===== src/rtl/axi_r_responder_pkg.sv =====
// Shared types and address helper for the AXI read responder.
package axi_mem_if_pkg;

    typedef enum logic [1:0] {
        FIXED = 2'b00,
        INCR  = 2'b01,
        WRAP  = 2'b10,
        RSVD  = 2'b11
    } burst_t;

    typedef enum logic {
        IDLE  = 1'b0,
        BURST = 1'b1
    } state_t;

    localparam logic [1:0] RESP_OKAY   = 2'b00;
    localparam logic [1:0] RESP_SLVERR = 2'b10;

    // Working width for address math; callers truncate back to their own width,
    // which yields arithmetic modulo 2^ADDR_WIDTH since low bits never depend on high bits.
    localparam int NA_W = 64;

    function automatic logic [NA_W-1:0] next_addr(input logic [NA_W-1:0] addr,
                                                  input logic [2:0]      size,
                                                  input logic [7:0]      len,
                                                  input burst_t          burst);
        logic [NA_W-1:0] incr;
        logic [NA_W-1:0] wl;
        incr      = NA_W'(1) << size;
        wl        = (NA_W'(len) + NA_W'(1)) << size;
        next_addr = addr;
        case (burst)
            INCR:    next_addr = (addr & ~(incr - NA_W'(1))) + incr;
            WRAP:    next_addr = (addr & ~(wl - NA_W'(1))) | ((addr + incr) & (wl - NA_W'(1)));
            default: next_addr = addr;
        endcase
    endfunction

endpackage


===== src/rtl/axi_r_responder_if.sv =====
// AXI AR/R slave channels plus the SRAM-style read port of the responder.
interface axi_r_responder_if #(
    parameter int ADDR_WIDTH = 32,
    parameter int DATA_WIDTH = 64,
    parameter int ID_WIDTH   = 4,
    parameter int USER_WIDTH = 6
);
    logic                  slave_ar_valid_i;
    logic [ADDR_WIDTH-1:0] slave_ar_addr_i;
    logic [7:0]            slave_ar_len_i;
    logic [2:0]            slave_ar_size_i;
    logic [1:0]            slave_ar_burst_i;
    logic [ID_WIDTH-1:0]   slave_ar_id_i;
    logic [USER_WIDTH-1:0] slave_ar_user_i;
    logic                  slave_ar_ready_o;
    logic                  slave_r_valid_o;
    logic [DATA_WIDTH-1:0] slave_r_data_o;
    logic [1:0]            slave_r_resp_o;
    logic [USER_WIDTH-1:0] slave_r_user_o;
    logic [ID_WIDTH-1:0]   slave_r_id_o;
    logic                  slave_r_last_o;
    logic                  slave_r_ready_i;
    logic                  mem_req_o;
    logic [ADDR_WIDTH-1:0] mem_addr_o;
    logic                  mem_gnt_i;
    logic [DATA_WIDTH-1:0] mem_rdata_i;

    // Responder side
    modport slave (
        input  slave_ar_valid_i, slave_ar_addr_i, slave_ar_len_i, slave_ar_size_i,
               slave_ar_burst_i, slave_ar_id_i, slave_ar_user_i, slave_r_ready_i,
               mem_gnt_i, mem_rdata_i,
        output slave_ar_ready_o, slave_r_valid_o, slave_r_data_o, slave_r_resp_o,
               slave_r_user_o, slave_r_id_o, slave_r_last_o, mem_req_o, mem_addr_o
    );

    // Requester / memory side
    modport master (
        output slave_ar_valid_i, slave_ar_addr_i, slave_ar_len_i, slave_ar_size_i,
               slave_ar_burst_i, slave_ar_id_i, slave_ar_user_i, slave_r_ready_i,
               mem_gnt_i, mem_rdata_i,
        input  slave_ar_ready_o, slave_r_valid_o, slave_r_data_o, slave_r_resp_o,
               slave_r_user_o, slave_r_id_o, slave_r_last_o, mem_req_o, mem_addr_o
    );
endinterface


===== src/rtl/axi_r_responder_buffer.sv =====
// Small circular FIFO holding R beats; head entry drives the R channel directly.
module axi_buffer #(
    parameter int WIDTH        = 8,
    parameter int BUFFER_DEPTH = 3
) (
    input  logic                              clk_i,
    input  logic                              rst_ni,
    input  logic                              push_i,
    input  logic [WIDTH-1:0]                  data_i,
    output logic                              valid_o,
    output logic [WIDTH-1:0]                  data_o,
    input  logic                              ready_i,
    output logic [$clog2(BUFFER_DEPTH+1)-1:0] count_o
);
    localparam int PTR_W = (BUFFER_DEPTH > 1) ? $clog2(BUFFER_DEPTH) : 1;
    localparam int CNT_W = $clog2(BUFFER_DEPTH + 1);

    logic [WIDTH-1:0] mem_q [BUFFER_DEPTH];
    logic [PTR_W-1:0] wr_ptr_q, wr_ptr_d;
    logic [PTR_W-1:0] rd_ptr_q, rd_ptr_d;
    logic [CNT_W-1:0] count_q, count_d;
    logic             pop;

    assign valid_o = (count_q != '0);
    assign pop     = valid_o & ready_i;
    assign data_o  = mem_q[rd_ptr_q];
    assign count_o = count_q;

    // Pointer and occupancy update; the producer guarantees no push when full.
    always_comb begin
        wr_ptr_d = wr_ptr_q;
        rd_ptr_d = rd_ptr_q;
        count_d  = count_q;
        if (push_i)
            wr_ptr_d = (wr_ptr_q == PTR_W'(BUFFER_DEPTH - 1)) ? '0 : wr_ptr_q + PTR_W'(1);
        if (pop)
            rd_ptr_d = (rd_ptr_q == PTR_W'(BUFFER_DEPTH - 1)) ? '0 : rd_ptr_q + PTR_W'(1);
        if (push_i && !pop)
            count_d = count_q + CNT_W'(1);
        else if (!push_i && pop)
            count_d = count_q - CNT_W'(1);
    end

    // Control state; reset empties the FIFO so stale beats are never presented.
    always_ff @(posedge clk_i or negedge rst_ni) begin
        if (!rst_ni) begin
            wr_ptr_q <= '0;
            rd_ptr_q <= '0;
            count_q  <= '0;
        end else begin
            wr_ptr_q <= wr_ptr_d;
            rd_ptr_q <= rd_ptr_d;
            count_q  <= count_d;
        end
    end

    // Payload storage, no reset needed since occupancy gates visibility.
    always_ff @(posedge clk_i) begin
        if (push_i)
            mem_q[wr_ptr_q] <= data_i;
    end

endmodule


===== src/rtl/axi_r_responder.sv =====
// AXI read engine: walks AR bursts, reads the SRAM port one beat at a time and
// returns ordered R beats through a 3-entry buffer with credit-based issue.
module axi_r_responder #(
    parameter int ADDR_WIDTH = 32,
    parameter int DATA_WIDTH = 64,
    parameter int ID_WIDTH   = 4,
    parameter int USER_WIDTH = 6
) (
    input logic              clk_i,
    input logic              rst_ni,
    axi_r_responder_if.slave bus
);
    import axi_mem_if_pkg::*;

    localparam int         STRB_WIDTH = DATA_WIDTH / 8;
    localparam logic [2:0] MAX_SIZE   = 3'($clog2(STRB_WIDTH));
    localparam int         BUF_DEPTH  = 3;
    localparam int         CNT_W      = $clog2(BUF_DEPTH + 1);
    localparam int         BUF_W      = ID_WIDTH + USER_WIDTH + DATA_WIDTH + 2 + 1;

    state_t                state_q;
    logic                  ar_ready_q;
    logic [ADDR_WIDTH-1:0] addr_q;
    logic [7:0]            len_q;
    logic [2:0]            size_q;
    burst_t                burst_q;
    logic [ID_WIDTH-1:0]   id_q;
    logic [USER_WIDTH-1:0] user_q;
    logic [7:0]            beat_q;
    logic                  err_q;

    logic                  inflight_q, inflight_d;
    logic [ID_WIDTH-1:0]   infl_id_q, infl_id_d;
    logic [USER_WIDTH-1:0] infl_user_q, infl_user_d;
    logic                  infl_last_q, infl_last_d;

    logic [CNT_W-1:0]      buf_count;
    logic                  buf_push;
    logic [BUF_W-1:0]      buf_wdata;
    logic [BUF_W-1:0]      buf_rdata;
    logic                  buf_valid;

    logic                  ar_err;
    logic                  credit_ok;
    logic                  mem_req;
    logic                  err_push;
    logic                  issue;
    logic                  is_last;
    logic [ADDR_WIDTH-1:0] addr_nxt;

    // Classify the incoming request; errored bursts never touch memory.
    always_comb begin
        ar_err = 1'b0;
        if (bus.slave_ar_burst_i == RSVD)
            ar_err = 1'b1;
        if (bus.slave_ar_size_i > MAX_SIZE)
            ar_err = 1'b1;
        if ((bus.slave_ar_burst_i == WRAP) &&
            !(bus.slave_ar_len_i inside {8'd1, 8'd3, 8'd7, 8'd15}))
            ar_err = 1'b1;
    end

    // Issue control. Credit uses only registered state so r_ready never reaches
    // mem_req combinationally; while a request waits for gnt the credit sum can
    // only shrink, so req and addr stay stable until granted.
    always_comb begin
        credit_ok = ({1'b0, buf_count} + (CNT_W+1)'(inflight_q)) < (CNT_W+1)'(BUF_DEPTH);
        mem_req   = (state_q == BURST) && !err_q && credit_ok;
        // Error beats wait for the in-flight beat so the buffer sees one push per cycle.
        err_push  = (state_q == BURST) && err_q && credit_ok && !inflight_q;
        issue     = (mem_req && bus.mem_gnt_i) || err_push;
        is_last   = (beat_q == len_q);
        addr_nxt  = ADDR_WIDTH'(next_addr(NA_W'(addr_q), size_q, len_q, burst_q));
    end

    // Burst FSM: latch AR in IDLE, step through beats in BURST.
    always_ff @(posedge clk_i or negedge rst_ni) begin
        if (!rst_ni) begin
            state_q    <= IDLE;
            ar_ready_q <= 1'b1;
            addr_q     <= '0;
            len_q      <= '0;
            size_q     <= '0;
            burst_q    <= FIXED;
            id_q       <= '0;
            user_q     <= '0;
            beat_q     <= '0;
            err_q      <= 1'b0;
        end else begin
            case (state_q)
                IDLE: begin
                    if (bus.slave_ar_valid_i) begin
                        addr_q     <= bus.slave_ar_addr_i;
                        len_q      <= bus.slave_ar_len_i;
                        size_q     <= bus.slave_ar_size_i;
                        burst_q    <= burst_t'(bus.slave_ar_burst_i);
                        id_q       <= bus.slave_ar_id_i;
                        user_q     <= bus.slave_ar_user_i;
                        beat_q     <= '0;
                        err_q      <= ar_err;
                        ar_ready_q <= 1'b0;
                        state_q    <= BURST;
                    end
                end
                BURST: begin
                    if (issue) begin
                        if (is_last) begin
                            state_q    <= IDLE;
                            ar_ready_q <= 1'b1;
                        end else begin
                            beat_q <= beat_q + 8'd1;
                            addr_q <= addr_nxt;
                        end
                    end
                end
                default: begin
                    state_q    <= IDLE;
                    ar_ready_q <= 1'b1;
                end
            endcase
        end
    end

    // Tag of the granted beat travels with it until the read data returns.
    always_comb begin
        inflight_d  = mem_req & bus.mem_gnt_i;
        infl_id_d   = infl_id_q;
        infl_user_d = infl_user_q;
        infl_last_d = infl_last_q;
        if (inflight_d) begin
            infl_id_d   = id_q;
            infl_user_d = user_q;
            infl_last_d = is_last;
        end
    end

    // In-flight registers; reset drops any outstanding read.
    always_ff @(posedge clk_i or negedge rst_ni) begin
        if (!rst_ni) begin
            inflight_q  <= 1'b0;
            infl_id_q   <= '0;
            infl_user_q <= '0;
            infl_last_q <= 1'b0;
        end else begin
            inflight_q  <= inflight_d;
            infl_id_q   <= infl_id_d;
            infl_user_q <= infl_user_d;
            infl_last_q <= infl_last_d;
        end
    end

    // Buffer entry: returned memory data, or a zero SLVERR beat for bad bursts.
    always_comb begin
        buf_push = inflight_q | err_push;
        if (inflight_q)
            buf_wdata = {infl_id_q, infl_user_q, bus.mem_rdata_i, RESP_OKAY, infl_last_q};
        else
            buf_wdata = {id_q, user_q, {DATA_WIDTH{1'b0}}, RESP_SLVERR, is_last};
    end

    axi_buffer #(
        .WIDTH        (BUF_W),
        .BUFFER_DEPTH (BUF_DEPTH)
    ) u_rbuf (
        .clk_i   (clk_i),
        .rst_ni  (rst_ni),
        .push_i  (buf_push),
        .data_i  (buf_wdata),
        .valid_o (buf_valid),
        .data_o  (buf_rdata),
        .ready_i (bus.slave_r_ready_i),
        .count_o (buf_count)
    );

    assign bus.slave_ar_ready_o = ar_ready_q;
    assign bus.mem_req_o        = mem_req;
    assign bus.mem_addr_o       = addr_q;
    assign bus.slave_r_valid_o  = buf_valid;
    assign {bus.slave_r_id_o, bus.slave_r_user_o, bus.slave_r_data_o,
            bus.slave_r_resp_o, bus.slave_r_last_o} = buf_rdata;

endmodule

===== src/flat_wrapper.sv =====
// flat-port wrapper written by rule: the top's interface ports become plain ports
module axi_r_responder_flat import axi_mem_if_pkg::*;
#(
    parameter int ADDR_WIDTH = 32,
    parameter int DATA_WIDTH = 64,
    parameter int ID_WIDTH   = 4,
    parameter int USER_WIDTH = 6
)
  (clk_i, rst_ni, bus_slave_ar_valid_i, bus_slave_ar_addr_i, bus_slave_ar_len_i, bus_slave_ar_size_i, bus_slave_ar_burst_i, bus_slave_ar_id_i, bus_slave_ar_user_i, bus_slave_r_ready_i, bus_mem_gnt_i, bus_mem_rdata_i, bus_slave_ar_ready_o, bus_slave_r_valid_o, bus_slave_r_data_o, bus_slave_r_resp_o, bus_slave_r_user_o, bus_slave_r_id_o, bus_slave_r_last_o, bus_mem_req_o, bus_mem_addr_o);
  axi_r_responder_if #(.ADDR_WIDTH(ADDR_WIDTH), .DATA_WIDTH(DATA_WIDTH), .ID_WIDTH(ID_WIDTH), .USER_WIDTH(USER_WIDTH)) bus_i ();
  input logic clk_i;
  input logic rst_ni;
  input wire logic [$bits(bus_i.slave_ar_valid_i)-1:0] bus_slave_ar_valid_i;
  input wire logic [$bits(bus_i.slave_ar_addr_i)-1:0] bus_slave_ar_addr_i;
  input wire logic [$bits(bus_i.slave_ar_len_i)-1:0] bus_slave_ar_len_i;
  input wire logic [$bits(bus_i.slave_ar_size_i)-1:0] bus_slave_ar_size_i;
  input wire logic [$bits(bus_i.slave_ar_burst_i)-1:0] bus_slave_ar_burst_i;
  input wire logic [$bits(bus_i.slave_ar_id_i)-1:0] bus_slave_ar_id_i;
  input wire logic [$bits(bus_i.slave_ar_user_i)-1:0] bus_slave_ar_user_i;
  input wire logic [$bits(bus_i.slave_r_ready_i)-1:0] bus_slave_r_ready_i;
  input wire logic [$bits(bus_i.mem_gnt_i)-1:0] bus_mem_gnt_i;
  input wire logic [$bits(bus_i.mem_rdata_i)-1:0] bus_mem_rdata_i;
  output wire logic [$bits(bus_i.slave_ar_ready_o)-1:0] bus_slave_ar_ready_o;
  output wire logic [$bits(bus_i.slave_r_valid_o)-1:0] bus_slave_r_valid_o;
  output wire logic [$bits(bus_i.slave_r_data_o)-1:0] bus_slave_r_data_o;
  output wire logic [$bits(bus_i.slave_r_resp_o)-1:0] bus_slave_r_resp_o;
  output wire logic [$bits(bus_i.slave_r_user_o)-1:0] bus_slave_r_user_o;
  output wire logic [$bits(bus_i.slave_r_id_o)-1:0] bus_slave_r_id_o;
  output wire logic [$bits(bus_i.slave_r_last_o)-1:0] bus_slave_r_last_o;
  output wire logic [$bits(bus_i.mem_req_o)-1:0] bus_mem_req_o;
  output wire logic [$bits(bus_i.mem_addr_o)-1:0] bus_mem_addr_o;
  assign bus_i.slave_ar_valid_i = bus_slave_ar_valid_i;
  assign bus_i.slave_ar_addr_i = bus_slave_ar_addr_i;
  assign bus_i.slave_ar_len_i = bus_slave_ar_len_i;
  assign bus_i.slave_ar_size_i = bus_slave_ar_size_i;
  assign bus_i.slave_ar_burst_i = bus_slave_ar_burst_i;
  assign bus_i.slave_ar_id_i = bus_slave_ar_id_i;
  assign bus_i.slave_ar_user_i = bus_slave_ar_user_i;
  assign bus_i.slave_r_ready_i = bus_slave_r_ready_i;
  assign bus_i.mem_gnt_i = bus_mem_gnt_i;
  assign bus_i.mem_rdata_i = bus_mem_rdata_i;
  assign bus_slave_ar_ready_o = bus_i.slave_ar_ready_o;
  assign bus_slave_r_valid_o = bus_i.slave_r_valid_o;
  assign bus_slave_r_data_o = bus_i.slave_r_data_o;
  assign bus_slave_r_resp_o = bus_i.slave_r_resp_o;
  assign bus_slave_r_user_o = bus_i.slave_r_user_o;
  assign bus_slave_r_id_o = bus_i.slave_r_id_o;
  assign bus_slave_r_last_o = bus_i.slave_r_last_o;
  assign bus_mem_req_o = bus_i.mem_req_o;
  assign bus_mem_addr_o = bus_i.mem_addr_o;
  axi_r_responder #(.ADDR_WIDTH(ADDR_WIDTH), .DATA_WIDTH(DATA_WIDTH), .ID_WIDTH(ID_WIDTH), .USER_WIDTH(USER_WIDTH)) u_core (.clk_i(clk_i), .rst_ni(rst_ni), .bus(bus_i));
endmodule

===== config.mk =====
export PLATFORM = sky130hd
export DESIGN_NAME = axi_r_responder_flat
export DESIGN_NICKNAME = d
export VERILOG_FILES = /design/src/rtl/axi_r_responder_pkg.sv /design/src/rtl/axi_r_responder_if.sv /design/src/rtl/axi_r_responder_buffer.sv /design/src/rtl/axi_r_responder.sv /design/src/flat_wrapper.sv
export SDC_FILE = /design/constraint.sdc
export NUM_CORES = 1
export LEC_CHECK = 0
export CORE_ASPECT_RATIO = 0.7
export CORE_MARGIN = 2
export CORE_UTILIZATION = 55
export CTS_CLUSTER_SIZE = 24
export DETAILED_ROUTE_END_ITERATION = 10
export PLACE_DENSITY = 0.81
export SKIP_CTS_REPAIR_TIMING = 1
export SYNTH_ARGS = -nofsm -noshare
export SYNTH_HDL_FRONTEND = slang
export SYNTH_SLANG_ARGS = --single-unit

===== constraint.sdc =====
create_clock -name clk_i -period 8.3 [get_ports clk_i]
set_input_delay 1.66 -clock clk_i [delete_from_list [all_inputs] [get_ports clk_i]]
set_output_delay 1.66 -clock clk_i [all_outputs]
set_load 0.01 [all_outputs]

==> results.tsv <==
stage	metric	value	unit
place	final weighted congestion of routability-driven global placement	1.023	
floorplan	effective utilization at floorplan	0.5600	
worst_setup_path	family of cells with the greatest summed delay on the critical path	buffers and inverters	
timing	Finish-stage setup viols	0	
logic_synthesis	Yosys cell types	96	
layout	synthesis-to-finish area growth	21.93	%
layout	Storage cell area	8960	sq um
route	number of DRC markers in iteration 0	1220	
floorplan	placement row count	52	
layout	top library cells by usage in the layout, fill and taps aside	sky130_fd_sc_hd__clkdlybuf4s50_1, sky130_fd_sc_hd__edfxtp_1, sky130_fd_sc_hd__nand2_1	
logic_synthesis	portion of the post-synthesis area used by sequential elements	0.5532	
clocking	clock latency at the later pin of the worst-skew pair	560	ps
logic_synthesis	synthesized cell area	16180	sq um
route	number of vias per cell	5.993	
global_routing	Remaining Overflow, GRT	0	
floorplan	I/O Pins	236	
route	WL/cell	20.86	um
clocking	maximum level of the CTS H-tree	1	
power_and_ir_drop	maximum vdd ir drop	0.2905	mV
floorplan	Horiz. Die Dim	209.0	um
place	post-detail-place hpwl	28390	um
floorplan	die height	147.5	um
route	first-pass iteration count of the detailed router	5	
logic_synthesis	share of flip-flops with an asynchronous set or reset	0.2692	
logic_synthesis	fraction of post-synthesis cell area in the top cell type by area	0.4232	
layout	NumNets Final	1766	
power_and_ir_drop	LEAKAGE	7.199	nW
worst_setup_path	max incr delay on CP	820	ps
floorplan	total die area	30820	sq um
timing	relative slew slack	0.2577	
timing	number of max-slew violations in the final report	0	
logic_synthesis	leading post-synthesis cells by cell area	sky130_fd_sc_hd__edfxtp_1, sky130_fd_sc_hd__dfrtp_1, sky130_fd_sc_hd__mux2i_1	
timing	unrepaired setup endpoints after global routing	false	
place	dpl ws	3403	ps
layout	area taken by multi-input logic gates	6723	sq um
route	count of unresolved DRC violations after routing	0	
worst_setup_path	element type at the critical path start	flip-flop	
clocking	total clock buffers created by CTS	30	
timing	transition at the pin with the smallest max-transition slack	1114	ps
power_and_ir_drop	Power Density	414.1	nW/um^2
logic_synthesis	count of state elements after synthesis	312	
timing	highest clock rate	0.2034	GHz
global_routing	via count of the first global-routing pass	11245	
clocking	clock tree from TritonCTS	built	
timing	least setup slack across all paths after layout	3383	ps
worst_setup_path	highest-delay cell along the critical path	sky130_fd_sc_hd__buf_4	
worst_setup_path	Buffers & Inverters on Critical Path	2	
route	final WL	42200	um
logic_synthesis	total of warnings raised by yosys	0	
logic_synthesis	number of instances in the synthesized netlist	1426	
timing	clock skew	10.10	ps
global_routing	number of antenna violations at the first check in global routing	2	
power_and_ir_drop	power consumption	8.169	mW
route	vias	12123	
layout	most common cell after layout, fill and taps aside	sky130_fd_sc_hd__clkdlybuf4s50_1	
global_routing	aggregate global-route resource usage	0.2678	
status	status	finished clean	
logic_synthesis	Post-synth EDFFs	228	
global_routing	global-route wire length before repair	64200	um
timing	final sum of negative setup slack	0	ps
logic_synthesis	nets in the synthesized netlist	1573	
worst_setup_path	endpoint kind of the worst setup timing path	output port	
floorplan	core outline area	28890	sq um
place	Buffers on Ports	234	
clocking	clock-pin slew of the registers on the worst-case setup and hold paths	60	ps
clocking	clock net sink count	312	
worst_setup_path	Worst EP arrival	3260	ps
worst_setup_path	critical-path cell list	buf_4 > mux2i_1 > o21ai_0 > clkdlybuf4s50_1	
layout	fraction of final layout cells with drive strength greater than 1	0.09069	
logic_synthesis	area leader, netlist	sky130_fd_sc_hd__edfxtp_1	
worst_hold_path	path class of the lowest-slack min-delay path	flip-flop to flip-flop	
run	Max Cap Violations	0	
global_routing	maximum number of pins on one net before global-route repair	91	
logic_synthesis	Most used DFF post-synth	sky130_fd_sc_hd__edfxtp_1	
layout	filler cell count in the final layout	2105	
layout	Final Instance Count excl. Fillers	2023	
worst_setup_path	Worst EP required	6640	ps
timing	final cycle utilization of the critical path	0.5925	
timing	final hold violation count	0	
logic_synthesis	mean instance size in the synthesized netlist	11.35	sq um
clocking	clk root buf	sky130_fd_sc_hd__clkbuf_16	
worst_setup_path	startpoint-to-endpoint class of the critical path	flip-flop to output port	
clocking	Max Root-Sink Buffers	3	
timing	post-layout minimum cycle time	4917	ps
place	number of instances in the placed design	1965	
route	Final ANT Viol Nets	0	
worst_setup_path	maximum fanout encountered on the critical timing path	54	
[area by class of cell]
| class | count | area share |
|---|---|---|
| Sequential cell | 312 | 0.4542 |
| Tap cell | 378 | 0.02398 |
| Clock inverter | 17 | 0.009197 |
| Antenna cell | 2 | 0.0002537 |
| Multi-Input combinational cell | 994 | 0.3408 |
| Timing Repair Buffer | 248 | 0.1239 |
| Clock buffer | 39 | 0.04135 |
| Inverter | 33 | 0.006279 |
[worst paths after layout]
path / startpoint / end / slack (ps) / depth (start not counted)
setup / recovery: u_core.u_rbuf.rd_ptr_q[0] / bus_slave_r_last_o / 3380 / 4
hold / removal: u_core.infl_user_q[0] / u_core.infl_user_q[0] / 500 / 1
setup reg to reg: u_core.size_q[2] / flip-flop / 3620 / 13
hold reg to reg: u_core.infl_user_q[0] / u_core.infl_user_q[0] / 500 / 1
max in group asynchronous: rst_ni / u_core.u_rbuf.rd_ptr_q[1] / 6040 / 2
min in group asynchronous: rst_ni / async pin / 970 / 1
[metal layers]
| metal | global-route usage | up-vias | routed length (um) |
|---|---|---|---|
| met5 | 0 | - | 0 |
| met4 | 0.07250 | 0 | 1069 |
| met3 | 0.05417 | 71 | 3905 |
| met2 | 0.3962 | 541 | 18180 |
| met1 | 0.4041 | 5874 | 19050 |
| li1 | - | 5637 | - |
[power breakdown]
part / internal, mW / switching (mW)
clock: 0.791 / 0.586
combinational: 1.62 / 2.27
sequential: 2.49 / 0.406
[through the flow]
stage | util | cell area (sq um) | hold WS [ps]
6_report | 0.6829 | 19730 | 501.5
5_1_grt | 0.6829 | 19730 | 512.3
4_1_cts | 0.6827 | 19720 | 503.4
3_5_place_dp | 0.6482 | 18720 | 487.8
3_3_place_gp | 0.6482 | 18720 | 480.3
2_1_floorplan | - | 16180 | 461.2
[cells in the mapped netlist, types with 12 or more instances]
cell,n
sky130_fd_sc_hd__clkbuf_1,58
sky130_fd_sc_hd__buf_2,14
sky130_fd_sc_hd__and3_1,16
sky130_fd_sc_hd__nor2_1,59
sky130_fd_sc_hd__inv_1,31
sky130_fd_sc_hd__xnor2_1,50
sky130_fd_sc_hd__mux2_2,46
sky130_fd_sc_hd__xor2_1,24
sky130_fd_sc_hd__edfxtp_1,228
sky130_fd_sc_hd__mux2i_1,82
sky130_fd_sc_hd__nand3_1,31
sky130_fd_sc_hd__nand2_1,163
sky130_fd_sc_hd__o21ai_0,137
sky130_fd_sc_hd__dfrtp_1,83
sky130_fd_sc_hd__o211ai_1,12
sky130_fd_sc_hd__a21oi_1,45
sky130_fd_sc_hd__and2_1,77
sky130_fd_sc_hd__ha_1,22
[kinds of logic (layout without fill, tap and decap cells)]
logic type	count (synthesis)	after routing	share of synthesized area
and+or+nand+nor	453	453	0.1455
AOI/OAI and AO/OA	314	314	0.1265
DFF	312	312	0.5532
muxes	129	129	0.08368
buffers and inverters	120	337	0.03264
xor gates and xnor gates	74	74	0.04006
adders and majority gates	23	23	0.01825
other	1	3	0.0002318
No activity file was read; power rests on OpenSTA's default activity.
